<file path="src/rtl/rll_pkg.sv">
// Shared types and helpers for the keyed RLL pipeline.
// Holds the key FSM state encoding, key-index mapping and width-generic rotate.
package rll_pkg;

  typedef enum logic [1:0] {
    IDLE,
    LOAD,
    ARMED
  } key_state_e;

  // Upper bound on DATA_W supported by the generic rotate helper.
  localparam int RLL_MAX_W = 256;

  function automatic int rll_key_idx(input int i, input int s, input int key_w);
    return (i + s) % key_w;
  endfunction

  function automatic logic [RLL_MAX_W-1:0] rll_rotl1(input logic [RLL_MAX_W-1:0] d,
                                                     input int w);
    logic [RLL_MAX_W-1:0] r;
    r = '0;
    for (int i = 0; i < RLL_MAX_W; i++) begin
      if (i < w) r[(i + 1) % w] = d[i];
    end
    return r;
  endfunction

endpackage

</file>
<file path="src/rtl/rll_key_stage.sv">
// One key-gate + rotate-left-by-1 pipeline stage with valid/ready handshake.
// Key mask is applied when the word enters the stage, not carried with it.
module rll_key_stage
  import rll_pkg::*;
#(
  parameter int DATA_W    = 32,
  parameter int KEY_W     = 32,
  parameter int STAGE_IDX = 0
) (
  input  logic              clk,
  input  logic              rst,
  input  logic              in_valid_i,
  output logic              in_ready_o,
  input  logic [DATA_W-1:0] in_data_i,
  input  logic [KEY_W-1:0]  mask_i,
  output logic              out_valid_o,
  input  logic              out_ready_i,
  output logic [DATA_W-1:0] out_data_o
);

  logic              valid_q, valid_d;
  logic [DATA_W-1:0] data_q, data_d;
  logic [DATA_W-1:0] gated;
  logic              advance;

  for (genvar gi = 0; gi < DATA_W; gi++) begin : g_gate
    localparam int KI = rll_key_idx(gi, STAGE_IDX, KEY_W);
    assign gated[gi] = in_data_i[gi] ^ mask_i[KI];
  end

  assign advance     = out_ready_i || !valid_q;
  assign in_ready_o  = advance;
  assign out_valid_o = valid_q;
  assign out_data_o  = data_q;

  always_comb begin
    valid_d = valid_q;
    data_d  = data_q;
    if (advance) begin
      valid_d = in_valid_i;
      if (in_valid_i) data_d = DATA_W'(rll_rotl1(RLL_MAX_W'(gated), DATA_W));
    end
  end

  always_ff @(posedge clk or posedge rst) begin
    if (rst) begin
      valid_q <= 1'b0;
      data_q  <= '0;
    end else begin
      valid_q <= valid_d;
      data_q  <= data_d;
    end
  end

endmodule

</file>
<file path="src/rtl/rll_keyed_pipe.sv">
// STAGES-deep keyed datapath with a serially loaded, atomically committed key.
// Input is blocked while a key is being shifted in; in-flight words drain on the old key.
module rll_keyed_pipe
  import rll_pkg::*;
#(
  parameter int               DATA_W  = 32,
  parameter int               KEY_W   = 32,
  parameter int               STAGES  = 2,
  parameter logic [KEY_W-1:0] KEY_POL = '0
) (
  input  logic              clk,
  input  logic              rst,
  input  logic              key_load_start,
  input  logic              key_valid,
  input  logic              key_bit,
  output logic              key_armed,
  input  logic              in_valid,
  output logic              in_ready,
  input  logic [DATA_W-1:0] in_data,
  output logic              out_valid,
  input  logic              out_ready,
  output logic [DATA_W-1:0] out_data
);

  localparam int CNT_W = (KEY_W > 1) ? $clog2(KEY_W) : 1;

  key_state_e       state_q, state_d;
  logic [CNT_W-1:0] cnt_q, cnt_d;
  logic [KEY_W-1:0] shadow_q, shadow_d;
  logic [KEY_W-1:0] active_q, active_d;
  logic [KEY_W-1:0] shifted;
  logic [KEY_W-1:0] mask;
  logic             load_busy;

  assign shifted = (shadow_q << 1) | KEY_W'(key_bit);

  always_comb begin
    state_d  = state_q;
    cnt_d    = cnt_q;
    shadow_d = shadow_q;
    active_d = active_q;
    // A restart wins over a bit presented in the same cycle; shadow is kept.
    if (key_load_start) begin
      state_d = LOAD;
      cnt_d   = '0;
    end else if (state_q == LOAD && key_valid) begin
      shadow_d = shifted;
      if (cnt_q == CNT_W'(KEY_W - 1)) begin
        active_d = shifted;
        state_d  = ARMED;
        cnt_d    = '0;
      end else begin
        cnt_d = cnt_q + CNT_W'(1);
      end
    end
  end

  always_ff @(posedge clk or posedge rst) begin
    if (rst) begin
      state_q  <= IDLE;
      cnt_q    <= '0;
      shadow_q <= '0;
      active_q <= '0;
    end else begin
      state_q  <= state_d;
      cnt_q    <= cnt_d;
      shadow_q <= shadow_d;
      active_q <= active_d;
    end
  end

  assign key_armed = (state_q == ARMED);
  assign load_busy = (state_q == LOAD);
  assign mask      = active_q ^ KEY_POL;

  logic [STAGES:0]   vld;
  logic [STAGES:0]   rdy;
  logic [DATA_W-1:0] dat [0:STAGES];

  assign vld[0]      = in_valid && !load_busy;
  assign dat[0]      = in_data;
  assign rdy[STAGES] = out_ready;
  assign in_ready    = !load_busy && rdy[0];
  assign out_valid   = vld[STAGES];
  assign out_data    = dat[STAGES];

  for (genvar s = 0; s < STAGES; s++) begin : g_stage
    rll_key_stage #(
      .DATA_W   (DATA_W),
      .KEY_W    (KEY_W),
      .STAGE_IDX(s)
    ) u_stage (
      .clk        (clk),
      .rst        (rst),
      .in_valid_i (vld[s]),
      .in_ready_o (rdy[s]),
      .in_data_i  (dat[s]),
      .mask_i     (mask),
      .out_valid_o(vld[s+1]),
      .out_ready_i(rdy[s+1]),
      .out_data_o (dat[s+1])
    );
  end

endmodule

</file>
<file path="config.mk">
export PLATFORM = sky130hd
export DESIGN_NAME = rll_keyed_pipe
export DESIGN_NICKNAME = d
export VERILOG_FILES = /design/src/rtl/rll_pkg.sv /design/src/rtl/rll_key_stage.sv /design/src/rtl/rll_keyed_pipe.sv
export SDC_FILE = /design/constraint.sdc
export NUM_CORES = 1
export LEC_CHECK = 0
export CORE_AREA = 2 2 121 123
export CTS_CLUSTER_DIAMETER = 30
export CTS_CLUSTER_SIZE = 24
export DETAILED_ROUTE_END_ITERATION = 12
export DIE_AREA = 0 0 123 125
export GPL_TIMING_DRIVEN = 0
export PLACE_DENSITY = 0.75
export SETUP_SLACK_MARGIN = 0.02
export SYNTH_ARGS = -nofsm -noshare
export SYNTH_HDL_FRONTEND = slang
export SYNTH_SLANG_ARGS = --single-unit
</file>
<file path="constraint.sdc">
create_clock -name clk -period 6.08 [get_ports clk]
set_input_delay 1.52 -clock clk [delete_from_list [all_inputs] [get_ports clk]]
set_output_delay 1.52 -clock clk [all_outputs]
set_load 0.01 [all_outputs]
</file>
# --- Word-level counts from Yosys, hierarchy flattened ---
# Cells that the tools add are included.
word_totals:
  regBits: 136
  input_bits: 39
  elab_cells: 99
classes:
  add_sub_neg: 1
  n_eq_ne: 3
  n_mux: 6
  bitwise: 66
  reduce_logical: 15
ops:
  columns: ["op", "n"]
  rows:
  - ["XOR 1 bit", 64]
  - ["bitwise OR 32 x 1 -> 32 bit", 1]
  - ["2-to-1 mux 5 bit", 3]
  - ["AND reduction 2 bit", 4]
  - ["2-to-1 mux 2 bit", 3]
  - ["adder 5 x 1 -> 5 bit, second input constant", 1]
  - ["== test 5 bit, second input constant", 1]
  - ["nonzero test 2 bit", 2]
  - ["logical AND 1 bit", 3]
  - ["zero test 1 bit", 3]
  - ["AND reduction 3 bit", 1]
  - ["== test 2 x 1 -> 1 bit, second input constant", 1]
  - ["== test 2 bit, second input constant", 1]
  - ["logical OR 1 bit", 2]
  - ["inverter 1 bit", 1]

# --- Logic depth before layout (Yosys ltp) ---
# Gate-level depths: netlist of run 1.
depth:
  depth_word: 4
  ltp_mapped: 6
  ltp_nobuf: 6

# --- Hierarchy ---
# A second synthesis of run 1 with hierarchy kept.
unflattened:
  hier_cells: 379
  area_unflattened_um2: 6174.7
by_module_without_submodules:
  columns: ["mod", "n_inst", "cells_each", "area_per_inst_um2", "seq_area_each_um2"]
  rows:
  - ["rll_key_stage", 2, 104, 1675.4, 825.8]
  - ["rll_keyed_pipe", 1, 171, 2824.0, 1751.7]

# --- Worst setup path before layout of run 1 ---
# Ideal clock, no wire load.
synth_timing:
  path_kind: "input port to output port"
  start: "input port out_ready"
  end: "output port in_ready"
  arrival_ns: 1.875
  required_time_ns: 4.560
  slack_ns: 2.685
  stages: 2
  path_cell_list: "nand3b_1 and2_1"
synth_via:
  elab_chain_len: 3
synth_rtl:
  columns: ["item", "line_no", "rtl"]
  rows:
  - ["start, declared", "rll_keyed_pipe.sv:21", "input logic out_ready,"]
  - ["logical OR 1 bit (2 in series)", "rll_key_stage.sv:31", "assign advance = out_ready_i || !valid_q;"]
  - ["logical AND 1 bit", "rll_keyed_pipe.sv:83", "assign in_ready = !load_busy && rdy[0];"]
  - ["end, declared", "rll_keyed_pipe.sv:18", "output logic in_ready,"]
# No other way between the ends.

# --- Final worst setup path of run 1 ---
# Same ends and word-level chain as after synthesis.

==> summary.txt, run 1 <==
DRC errors left = 0
Area Overhead vs Synth = 26.3%
Netlist cell types = 28
Syn_nets = 450
Met1 Use GR = 19.1%
Max Freq = 226 MHz
Total I/O pin count = 74
Htree depth = 4
Max IR drop VDD = 206 uV
Root Buffer = clkbuf_16
Post-CTS sizing = 0
Slew headroom = 63.7%
Pwr dens = 317 mW/mm^2
Core Region = 0.0142 mm^2
Initial detailed-routing violation count = 165
Die height = 125 um
Row cnt = 44
Leak = 3.96 nW
Vias in the first global route = 3580
Chip width = 123 um
Worst Max-Slew Pin Slew = 0.545 ns
Crit path DAT = 2.90 ns
Setup crit end kind = output port
Synthesized area = 0.00607 mm^2
Post-synthesis sequential area ratio = 56.1%
Via/cell ratio = 4.79
CTS Buffer Depth = 2
Crit share post-route = 72.7%
Synth warn = 0
HP Class = register to register
Synth area leader = dfrtp_1
Tot Pwr = 2.43 mW
Die area = 0.0154 mm^2
Total negative slack = 0 ns
Routed len/inst = 15.2 um
Final nets = 542
Post-DP Area = 0.00705 mm^2
Grt ovf = 0
Fillers = 1137
Synth area leaders = dfrtp_1 (56%), mux2_2 (18%), xor2_1 (9.2%)
GRT met2 Usage = 24.4%
Setup repair after global routing missed its margin = false
R2R Path Start = cnt_q[0]
CTS clock-pin slew for the worst setup and hold paths = 0.06 ns
First-pass GRT wire length = 17.8 mm
CTS Buf Count = 17
Largest net degree at the start of global routing = 78
Initial antenna violation count = 0
GR Util met3 = 4.93%
Port bufs = 72
Routed WL = 10.6 mm
Final Skew = 0.00919 ns
Initial Util = 42.7%
RD Place Congestion = 0.724
GRT Util Overall = 15.2%
Vias = 3340
Fin. max-slew vios = 0
Ant diodes = 0
Post-CTS Setup Bufs = 0
Hold Crit Start = g_stage[0].u_stage.out_valid_o
Critical path type = primary input to output port
Worst-skew pair later-pin latency = 0.41 ns
CTS tree = done
Most Used Layer, Global Route = met2
Layout cells sized above 1 = 39.5%
Seq cells post-synth = 136
FF-to-FF setup slack = 4.19 ns
Area of the multi-input gates = 0.00233 mm^2
Utilization after layout = 54.0%
Critical path origin = out_ready
Status = completed
Top cell type's share of synthesized area = 56.1%
Required time of the critical path = 4.56 ns
Min Tclk post-route = 4.42 ns
Hold WS = 0.501 ns
Peak fanout along the critical path = 3
Crit start category = primary input
ANT nets after route = 0
Storage cell area = 0.00340 mm^2
Sink Count = 136
# setup viols final = 0
DP HPWL = 7.24 mm
Post-Synthesis Cells = 409
Max-cap viol count = 0
Fin area = 0.00767 mm^2
Syn avg cell area = 14.8 um^2
Drt first pass iters = 4
Hold_buf cts = 0
Fin. Hold Viols = 0
==> metal layers <==
| layer | part of all wire [%] | routed length (um) | vias to the layer above |
|---|---|---|---|
| met5 | 0 | 0 | - |
| met4 | 1.5 | 158 | 0 |
| met3 | 4.3 | 458 | 15 |
| met2 | 50 | 5360 | 70 |
| met1 | 44 | 4650 | 1698 |
| li1 | - | - | 1557 |
==> report_power, final <==
group	internal (mW)	switching (mW)
logic	0.192	0.0948
registers	1.01	0.0654
clock network	0.707	0.362
==> kinds of logic after synthesis <==
family	count (synthesis)	share of synthesized area, %
muxes	127	25.3
adders and majority gates	2	0.412
buffers and inverters	48	5.59
DFF	136	56.1
xor gates and xnor gates	64	9.23
AOI/OAI and AO/OA	9	1.03
and+or+nand+nor	23	2.39
==> worst max-delay path, cell delays in order <==
cell and delay [ns]:
clkdlybuf4s50_1 0.47, nand3b_1 0.18, and2_1 0.18, clkdlybuf4s50_1 0.55
==> cells in the final DEF (no fill, tap or decap), types with 4 or more instances in the layout <==
cell type and count:
xor2_1 64, mux2_2 99, clkbuf_16 17, buf_4 33
bufinv_16 4, dfrtp_1 136, clkdlybuf4s50_1 72, mux2_4 28
clkbuf_1 5, buf_2 10
==> final timing paths <==
path,depth (start not counted),end
worst max-delay path,4,in_ready
max in group asynchronous,3,g_stage[0].u_stage.out_data_o[0]
min in group asynchronous,2,g_stage[0].u_stage.out_data_o[16]
worst max register to register,6,active_q[8]
worst min-delay path,1,g_stage[1].u_stage.out_valid_o
worst min register to register,1,g_stage[1].u_stage.out_valid_o
==> area by class of cell <==
| type | instances | share of cell area, % |
|---|---|---|
| Sequential cell | 136 | 44.4 |
| Clock buffer | 24 | 6.15 |
| Tap cell | 184 | 3.00 |
| Clock inverter | 8 | 1.88 |
| Buffer | 46 | 4.32 |
| Timing Repair Buffer | 73 | 9.76 |
| Multi-Input combinational cell | 225 | 30.4 |
| Inverter | 2 | 0.163 |
==> per-stage QoR <==
stage | cells | setup slack [ns]
6_report | 698 | 1.66
5_1_grt | 698 | 1.61
4_1_cts | 698 | 1.64
3_5_place_dp | 666 | 1.66
3_3_place_gp | 665 | -0.765
2_1_floorplan | 409 | 0.921
==> flip-flops by register name, summed over array words and instances (netlist names) <==
register and count:
active_q 32, cnt_q 5, g_stage.u_stage.out_data_o 64, g_stage.u_stage.out_valid_o 2, shadow_q 31, state_q 2
==> cells in the mapped netlist <==
cell	number
buf_4	33
and4bb_1	1
and2_1	1
nand2b_1	3
or3_1	2
mux2_4	28
a21oi_1	1
nor2_1	3
and3b_1	1
nand2_1	3
or4_1	1
a22o_1	2
a32oi_1	1
nand2_4	1
xor2_1	64
and3_1	1
inv_1	2
nand3_1	2
nand3b_1	3
ha_1	2
o21ai_0	3
buf_6	3
dfrtp_1	136
mux2_2	99
o2bb2ai_1	1
o21a_1	1
nor2b_1	1
buf_2	10
Note: power is estimated with default switching activity, not from simulation.
==> run 2: changes to the inputs <==
- clock period: 6.08 -> 4.1 ns (I/O delays scaled with it)
==> run 2 against run 1 <==
Non-clock buffer count increased by 2. Wire length increased by 1.7%. Global-route usage increased by 0.58 points. Sequential power increased by 49%. Via count increased by 0.33%. Setup slack got worse by 1.0 ns. Total power increased by 44%. Critical endpoint unchanged. Largest cell class unchanged. Largest power group unchanged.
==> summary.txt, run 2 (synthesized netlist as in run 1, its figures left out) <==
Fin. max-slew vios = 0
Total negative slack = 0 ns
Ant diodes = 0
Setup crit end kind = output port
Slowest stage delay, CP = 0.55 ns
FF-to-FF End = active_q[23]
Worst-skew pair later-pin latency = 0.41 ns
Sink Count = 136
Initial Util = 42.7%
Drt first pass iters = 4
Row cnt = 44
# setup viols final = 0
Total I/O pin count = 74
Peak fanout along the critical path = 3
First-pass GRT wire length = 18.6 mm
Core Region = 0.0142 mm^2
Largest net degree at the start of global routing = 44
R2R Path Start = cnt_q[0]
Critical path endpoint = in_ready
Hold WS = 0.502 ns
Critical path origin = out_ready
Most frequent CP cell = clkdlybuf4s50_1
Crit share post-route = 84.0%
Chip width = 123 um
Reg2reg path depth = 6
Vias = 3351
Worst Max-Slew Pin Slew = 0.462 ns
Levels on crit path = 4
Fin. Hold Viols = 0
CTS Buf Count = 17
Fillers = 1177
Worst-path cell chain = clkdlybuf4s50_1 -> nand3b_1 -> and2_1 -> clkdlybuf4s50_1
Max IR drop VDD = 353 uV
Most common cell after layout, fill and taps aside = dfrtp_1
Via/cell ratio = 4.79
CTS tree = done
Routed len/inst = 15.4 um
Max-cap viol count = 0
Critical path type = primary input to output port
Area Overhead vs Synth = 26.2%
Leak = 3.95 nW
DP HPWL = 7.35 mm
Initial detailed-routing violation count = 195
Buf/Inv on CP = 2
CTS clock-pin slew for the worst setup and hold paths = 0.06 ns
Required time of the critical path = 3.07 ns
Post-CTS Setup Bufs = 0
Max Freq = 290 MHz
Root Buffer = clkbuf_16
Htree depth = 4
Layout cells sized above 1 = 40.7%
Final Skew = 0.00836 ns
Setup repair after global routing missed its margin = false
Vias in the first global route = 3778
FF-to-FF setup slack = 2.22 ns
Port bufs = 72
Final nets = 544
Post-CTS sizing = 0
Max stage delay cell, worst path = clkdlybuf4s50_1
Routed WL = 10.8 mm
Status = completed
GRT Util Overall = 15.8%
ANT nets after route = 0
RD Place Congestion = 0.712
Hold_buf cts = 0
DRC errors left = 0
Die height = 125 um
Initial antenna violation count = 0
HP Class = register to register
Pwr dens = 456 mW/mm^2
Crit start category = primary input
Die area = 0.0154 mm^2
Top Family by Delay on Critical Path = buffers and inverters
Grt ovf = 0
Crit path DAT = 2.42 ns
Max reg flops = 64
Slew headroom = 69.1%
Min Tclk post-route = 3.44 ns
Commonest cells after routing, fill and taps aside = dfrtp_1 (136), mux2_2 (99), clkdlybuf4s50_1 (72), xor2_1 (64), buf_4 (33)
CTS Buffer Depth = 2
[run 2: how the worst min path moves through the flow]
stage / from / endpoint / cells past startpoint
finish: g_stage[0].u_stage.out_valid_o / g_stage[1].u_stage.out_valid_o / 1
global route: shadow_q[30] / active_q[31] / 1
CTS: g_stage[0].u_stage.out_valid_o / g_stage[1].u_stage.out_valid_o / 1
detailed placement: g_stage[0].u_stage.out_valid_o / g_stage[1].u_stage.out_valid_o / 1
global placement: g_stage[0].u_stage.out_valid_o / g_stage[1].u_stage.out_valid_o / 1
floorplan: g_stage[0].u_stage.out_valid_o / g_stage[1].u_stage.out_valid_o / 1
[run 2: layout make-up]
cell class                      count  area, um^2  share of cell area (%)
Sequential cell                   136        3400                    44.4
Multi-Input combinational cell    225        2330                    30.4
Timing Repair Buffer               75         781                    10.2
Clock buffer                       17         425                    5.55
Buffer                             46         332                    4.33
Tap cell                          184         230                    3.00
Clock inverter                     15         151                    1.98
Inverter                            2        11.3                   0.147
[run 2: report_power, final]
part           total [mW]  switching (mW)  internal (mW)
Combinational       0.427           0.140          0.287
Sequential           1.59          0.0963           1.49
Clock                1.48           0.584          0.895
[run 2: stage by stage]
| stage | utilization (%) | area (um^2) | power [mW] | worst slack (ns) | std cells |
|---|---|---|---|---|---|
| after floorplan | - | 6070 | 1.86 | 1.38 | 409 |
| after global placement | 49.5 | 7030 | 2.02 | 0.260 | 665 |
| after detailed placement | 49.9 | 7090 | 2.05 | 0.667 | 668 |
| after CTS | 53.9 | 7660 | 3.54 | 0.646 | 700 |
| after global routing | 53.9 | 7660 | 3.66 | 0.626 | 700 |
| final | 53.9 | 7660 | 3.50 | 0.656 | 700 |
[run 2: layer usage]
metal / global-route usage [%] / wire length (um)
met3: 5.25 / 474
met5: 0 / 0
met1: 19.4 / 4620
met2: 25.5 / 5520
met4: 6.28 / 187
